`src/rtl/traffic_light_fsm.sv`:
```
// Moore intersection controller: main/side greens, yellows and a walk phase,
// paced by an external timer via start_timer/interval/expired.
module traffic_light_fsm (
    input  logic       clk,
    input  logic       Reset_Sync,
    input  logic       Sensor_Sync,
    input  logic       WR,
    input  logic       Prog_Sync,
    input  logic       expired,
    output logic       WR_Reset,
    output logic [6:0] LEDs,
    output logic [1:0] interval,
    output logic       start_timer
);

    typedef enum logic [2:0] {
        MG1  = 3'd0,
        MG2  = 3'd1,
        MY   = 3'd2,
        WALK = 3'd3,
        SG1  = 3'd4,
        SG2  = 3'd5,
        SY   = 3'd6
    } state_t;

    localparam logic [6:0] LED_MG   = 7'b0011000;
    localparam logic [6:0] LED_MY   = 7'b0101000;
    localparam logic [6:0] LED_WALK = 7'b1001001;
    localparam logic [6:0] LED_SG   = 7'b1000010;
    localparam logic [6:0] LED_SY   = 7'b1000100;

    localparam logic [1:0] T_BASE = 2'b00;
    localparam logic [1:0] T_EXT  = 2'b01;
    localparam logic [1:0] T_YEL  = 2'b10;

    state_t state;
    state_t state_n;
    logic   ext_flag;
    logic   ext_n;
    logic   start_n;
    logic   advance;

    always_ff @(posedge clk) begin
        if (!Reset_Sync) begin
            state       <= MG1;
            start_timer <= 1'b1;
            ext_flag    <= 1'b0;
        end else begin
            state       <= state_n;
            start_timer <= start_n;
            ext_flag    <= ext_n;
        end
    end

    // A stale expired level is ignored during the restart pulse.
    assign advance = expired && !start_timer;

    always_comb begin
        state_n = state;
        start_n = advance;
        ext_n   = ext_flag;
        if (Prog_Sync) begin
            state_n = MG1;
            start_n = 1'b1;
            ext_n   = 1'b0;
        end else begin
            case (state)
                MG1: begin
                    if (advance) begin
                        state_n = MG2;
                        ext_n   = Sensor_Sync;
                    end
                end
                MG2: begin
                    if (advance) state_n = MY;
                end
                MY: begin
                    if (advance) state_n = WR ? WALK : SG1;
                end
                WALK: begin
                    if (advance) state_n = SG1;
                end
                SG1: begin
                    if (advance) state_n = Sensor_Sync ? SG2 : SY;
                end
                SG2: begin
                    if (advance) state_n = SY;
                end
                SY: begin
                    if (advance) state_n = MG1;
                end
                default: begin
                    state_n = MG1;
                    start_n = 1'b1;
                end
            endcase
        end
    end

    always_comb begin
        LEDs     = LED_MG;
        interval = T_BASE;
        WR_Reset = 1'b0;
        case (state)
            MG1: begin
                LEDs     = LED_MG;
                interval = T_BASE;
            end
            MG2: begin
                LEDs     = LED_MG;
                interval = ext_flag ? T_EXT : T_BASE;
            end
            MY: begin
                LEDs     = LED_MY;
                interval = T_YEL;
            end
            WALK: begin
                LEDs     = LED_WALK;
                interval = T_EXT;
                WR_Reset = 1'b1;
            end
            SG1: begin
                LEDs     = LED_SG;
                interval = T_BASE;
            end
            SG2: begin
                LEDs     = LED_SG;
                interval = T_EXT;
            end
            SY: begin
                LEDs     = LED_SY;
                interval = T_YEL;
            end
            default: begin
                LEDs     = LED_MG;
                interval = T_BASE;
            end
        endcase
    end

endmodule

```
`config.mk`:
```
export PLATFORM = sky130hd
export DESIGN_NAME = traffic_light_fsm
export DESIGN_NICKNAME = d
export VERILOG_FILES = /design/src/rtl/traffic_light_fsm.sv
export SDC_FILE = /design/constraint.sdc
export NUM_CORES = 1
export LEC_CHECK = 0
export ABC_CLOCK_PERIOD_IN_PS = 1370
export CELL_PAD_IN_SITES_DETAIL_PLACEMENT = 1
export CELL_PAD_IN_SITES_GLOBAL_PLACEMENT = 1
export CORE_AREA = 2 2 39 41
export CTS_BUF_LIST = sky130_fd_sc_hd__clkbuf_16
export DETAILED_ROUTE_END_ITERATION = 7
export DIE_AREA = 0 0 41 43
export DONT_BUFFER_PORTS = 1
export GPL_TIMING_DRIVEN = 0
export PLACE_DENSITY = 0.57
export SLEW_MARGIN = 20
export SYNTH_ARGS = -nofsm -noshare
export SYNTH_HDL_FRONTEND = slang
export SYNTH_SLANG_ARGS = --single-unit
```
`constraint.sdc`:
```
create_clock -name clk -period 1.37 [get_ports clk]
set_input_delay 0.274 -clock clk [delete_from_list [all_inputs] [get_ports clk]]
set_output_delay 0.274 -clock clk [all_outputs]
set_load 0.01 [all_outputs]
```
==> Flow_metrics.wiki <==
{| class="wikitable"
! Metric !! Value
|-
| Area occupied by multi-input gates || 268 sq um
|-
| Measured slew at the worst slew-check pin || 0.431 ns
|-
| Rel. slew slack || 71.2%
|-
| Total of max-cap violations || 0
|-
| Syn Area/Cell || 7.51 sq um
|-
| Vias in the first global route || 343
|-
| Largest cells by area after synthesis || dfxtp_1 (28%), nor2b_1 (8.9%), nand2b_1 (7.1%)
|-
| Syn-to-layout area delta || 42.2%
|-
| Cell with the biggest individual delay on the critical path || dfxtp_1
|-
| Crit path largest cell delay || 0.33 ns
|-
| Layout cells sized above 1 || 35.3%
|-
| Clock network latency to the later pin of the worst-skew pair || 0.23 ns
|-
| Global-route wire length before repair || 1.52 mm
|-
| R2R setup slack || 0.25 ns
|-
| Run status || finished, final reports clean
|-
| Class of the worst hold path || in -> reg
|-
| Cell chain of the critical path || buf_6, nand2_2, nor2_4, nand2b_4
|-
| Number of antenna violations at the first check in global routing || 0
|-
| Synth Register Bits || 5
|-
| Reported net switching power || 122 uW
|-
| Post-DR vias/cell || 5.16
|-
| Most frequent cells in the layout || nand2_1 (4), nor2b_1 (4), dfxtp_1 (4)
|-
| Switching power as a share of total power || 18.3%
|-
| Critical path origin || state[0]$_SDFFE_PP0P_
|-
| Cell type with the largest total area after synthesis || dfxtp_1
|-
| DRC || 0
|-
| Gate count after technology mapping || 47
|-
| Global-route usage over all layers || 12.9%
|-
| Power density of the placed cells || 1320 nW/um^2
|-
| Number of synthesis warnings || 0
|-
| Post-placement setup slack || 0.0508 ns
|-
| CP Class || reg -> out
|-
| CP Max Fanout || 10
|-
| Worst Setup Start Kind || flip-flop
|-
| Synthesized net count || 53
|-
| Nature of the critical path endpoint || primary output
|-
| Number of primary I/O pins || 17
|-
| Antenna fix cells || 0
|-
| Final-report hold violation count || 0
|-
| Largest net degree at the start of global routing || 11
|-
| Area enclosed by the die boundary || 1760 sq um
|-
| Clock group share of total power || 72.0%
|-
| Number of buffers inserted during clock tree synthesis || 3
|-
| Worst path top cell family by delay || simple AND/OR/NAND/NOR gates
|-
| First-iteration detailed-routing DRC count || 3
|-
| Leak pwr || 0.000186 uW
|-
| Nets@finish || 58
|-
| Row cnt || 14
|-
| Arrival time of data at the critical path endpoint || 1.09 ns
|-
| Clock transition at the registers of the reported paths || 0.03 ns
|-
| RSZ-0062 raised after global routing || yes
|-
| Wire length per cell after detailed routing || 14.9 um
|-
| Data required time of the worst path || 1.10 ns
|-
| Number of distinct standard cells referenced by the synthesized netlist || 22
|-
| Clock Sinks || 5
|-
| Count of TritonRoute iterations in the first routing pass || 2
|-
| Clock tree from TritonCTS || yes
|-
| Buffer cell driving the clock tree root || clkbuf_16
|-
| Share of Yosys cell area claimed by the top area cell type || 28.4%
|-
| Core area || 1380 sq um
|-
| Setup Viol. Count Final || 0
|-
| Horizontal extent of the die || 41 um
|-
| Instance count on the critical path || 4
|-
| Htree depth || 1
|-
| Final-report max-slew violation count || 0
|-
| Register Area || 101 sq um
|-
| Via total after detailed routing || 346
|-
| Final period utilization || 99.4%
|-
| Routability-driven placement congestion ratio || 0.697
|-
| Die height || 43 um
|-
| Worst clock skew on the final layout || 0.00335 ns
|-
| Worst supply voltage drop on vdd || 0.715 mV
|-
| Maximum clock frequency || 734 MHz
|-
| Initial Util || 25.5%
|-
| Logic gate share of total power || 4.8%
|-
| Netlist Area Pre-Place || 353 sq um
|-
| Final setup margin || 0.00784 ns
|-
| Setup TNS || 0 ns
|-
| Post-CTS Hold Buffers || 0
|-
| Number of cells on the worst reg-to-reg path || 3
|-
| Number of buffers and inverters on the critical path || 1
|-
| Final Routed Wirelength || 1.00 mm
|-
| Startpoint of the lowest-slack register-to-register path || start_timer$_SDFF_PP1_
|-
| Proportion of synthesized chip area in sequential cells || 28.4%
|-
| Fill cell total of the finished layout || 172
|-
| Tmin final || 1.36 ns
|-
| Pint || 543 uW
|-
| Count of buffers inserted at the top-level ports || 0
|-
| Reg2Reg Capture Point || state[0]$_SDFFE_PP0P_
|-
| Critical Path Sink || LEDs[6]
|-
| CTS max path bufs || 2
|-
| Sequential Power Share || 23.2%
|-
| Antenna-violating nets left || 0
|-
| Overall overflow remaining after global route || 0
|}
==> what timing repair did <==
item | CTS | global route
endpoints found under the setup margin | 6 | 5
resized for setup | 9 | 7
pin swaps | 1 | 1
setup buffers | 0 | 0
==> area by class of cell <==
type | instances | area share, %
buffer | 3 | 5.99
clock buffer | 3 | 15.0
clock inverter | 1 | 0.748
inverter | 1 | 0.748
multi-input combinational | 38 | 53.4
sequential | 5 | 20.2
tap | 16 | 3.99
==> power by group through the flow <==
stage               registers [uW]  clock network (uW)  logic, uW
detailed placement             156                   0       28.8
CTS                            154                 483       30.6
global placement               155                   0       28.5
finish                         154                 479       31.9
floorplan                      155                   0       24.2
global route                   155                 493       35.2
==> flip-flops by register name, indices dropped and copies added (netlist names) <==
register and cells:
start_timer 1, ext_flag 1, state 3
==> layer usage <==
layer	wire (um)	GRT usage [%]
met1	424	15.7
met2	451	18.8
met3	95	4.19
met4	28	8.00
met5	0	0
==> through the flow <==
step	total power, uW	area, sq um	hold slack (ns)	cells	utilization [%]
detailed placement	184	373	0.426	63	26.9
floorplan	179	353	0.416	47	-
global route	683	502	0.198	67	36.3
CTS	667	482	0.188	67	34.8
global placement	184	373	0.423	63	26.9
finish	664	502	0.187	67	36.3
==> worst register-to-register path, stage by stage (launching register included) <==
cell	delay (ns)
dfxtp_1	0.33
nand2b_1	0.27
and3_1	0.25
o21a_1	0.16
==> worst min path at each step <==
| stage | startpoint | to | slack [ns] | cells past startpoint |
|---|---|---|---|---|
| floorplan | Sensor_Sync | ext_flag$_SDFFE_PP0P_ | 0.42 | 2 |
| global placement | Sensor_Sync | ext_flag$_SDFFE_PP0P_ | 0.42 | 2 |
| detailed placement | Sensor_Sync | ext_flag$_SDFFE_PP0P_ | 0.43 | 2 |
| CTS | Sensor_Sync | ext_flag$_SDFFE_PP0P_ | 0.19 | 2 |
| global route | Sensor_Sync | ext_flag$_SDFFE_PP0P_ | 0.20 | 2 |
| finish | Sensor_Sync | ext_flag$_SDFFE_PP0P_ | 0.19 | 2 |
==> cells in the mapped netlist <==
cell / n
nand2_1: 6
nand3_1: 2
nor3_1: 1
a31oi_1: 2
and2_1: 1
o21ai_0: 2
mux2i_1: 1
inv_1: 1
dfxtp_1: 5
nor3b_1: 1
nor4_2: 1
nor2_1: 5
nand2b_1: 4
a2111oi_2: 1
a211oi_1: 1
buf_2: 3
nor2b_1: 5
o21a_1: 1
nand2b_4: 1
and3_1: 1
a21oi_1: 1
a21o_1: 1
==> kinds of logic (layout without fill, tap and decap cells) <==
group,count (synthesis),in the layout,share of synthesized area [%]
compound gates,9,9,18.4
buf+inv,4,8,5.32
flops,5,5,28.4
mux,1,1,2.84
simple gates,28,28,45.0
(Power assumes the default switching activity.)
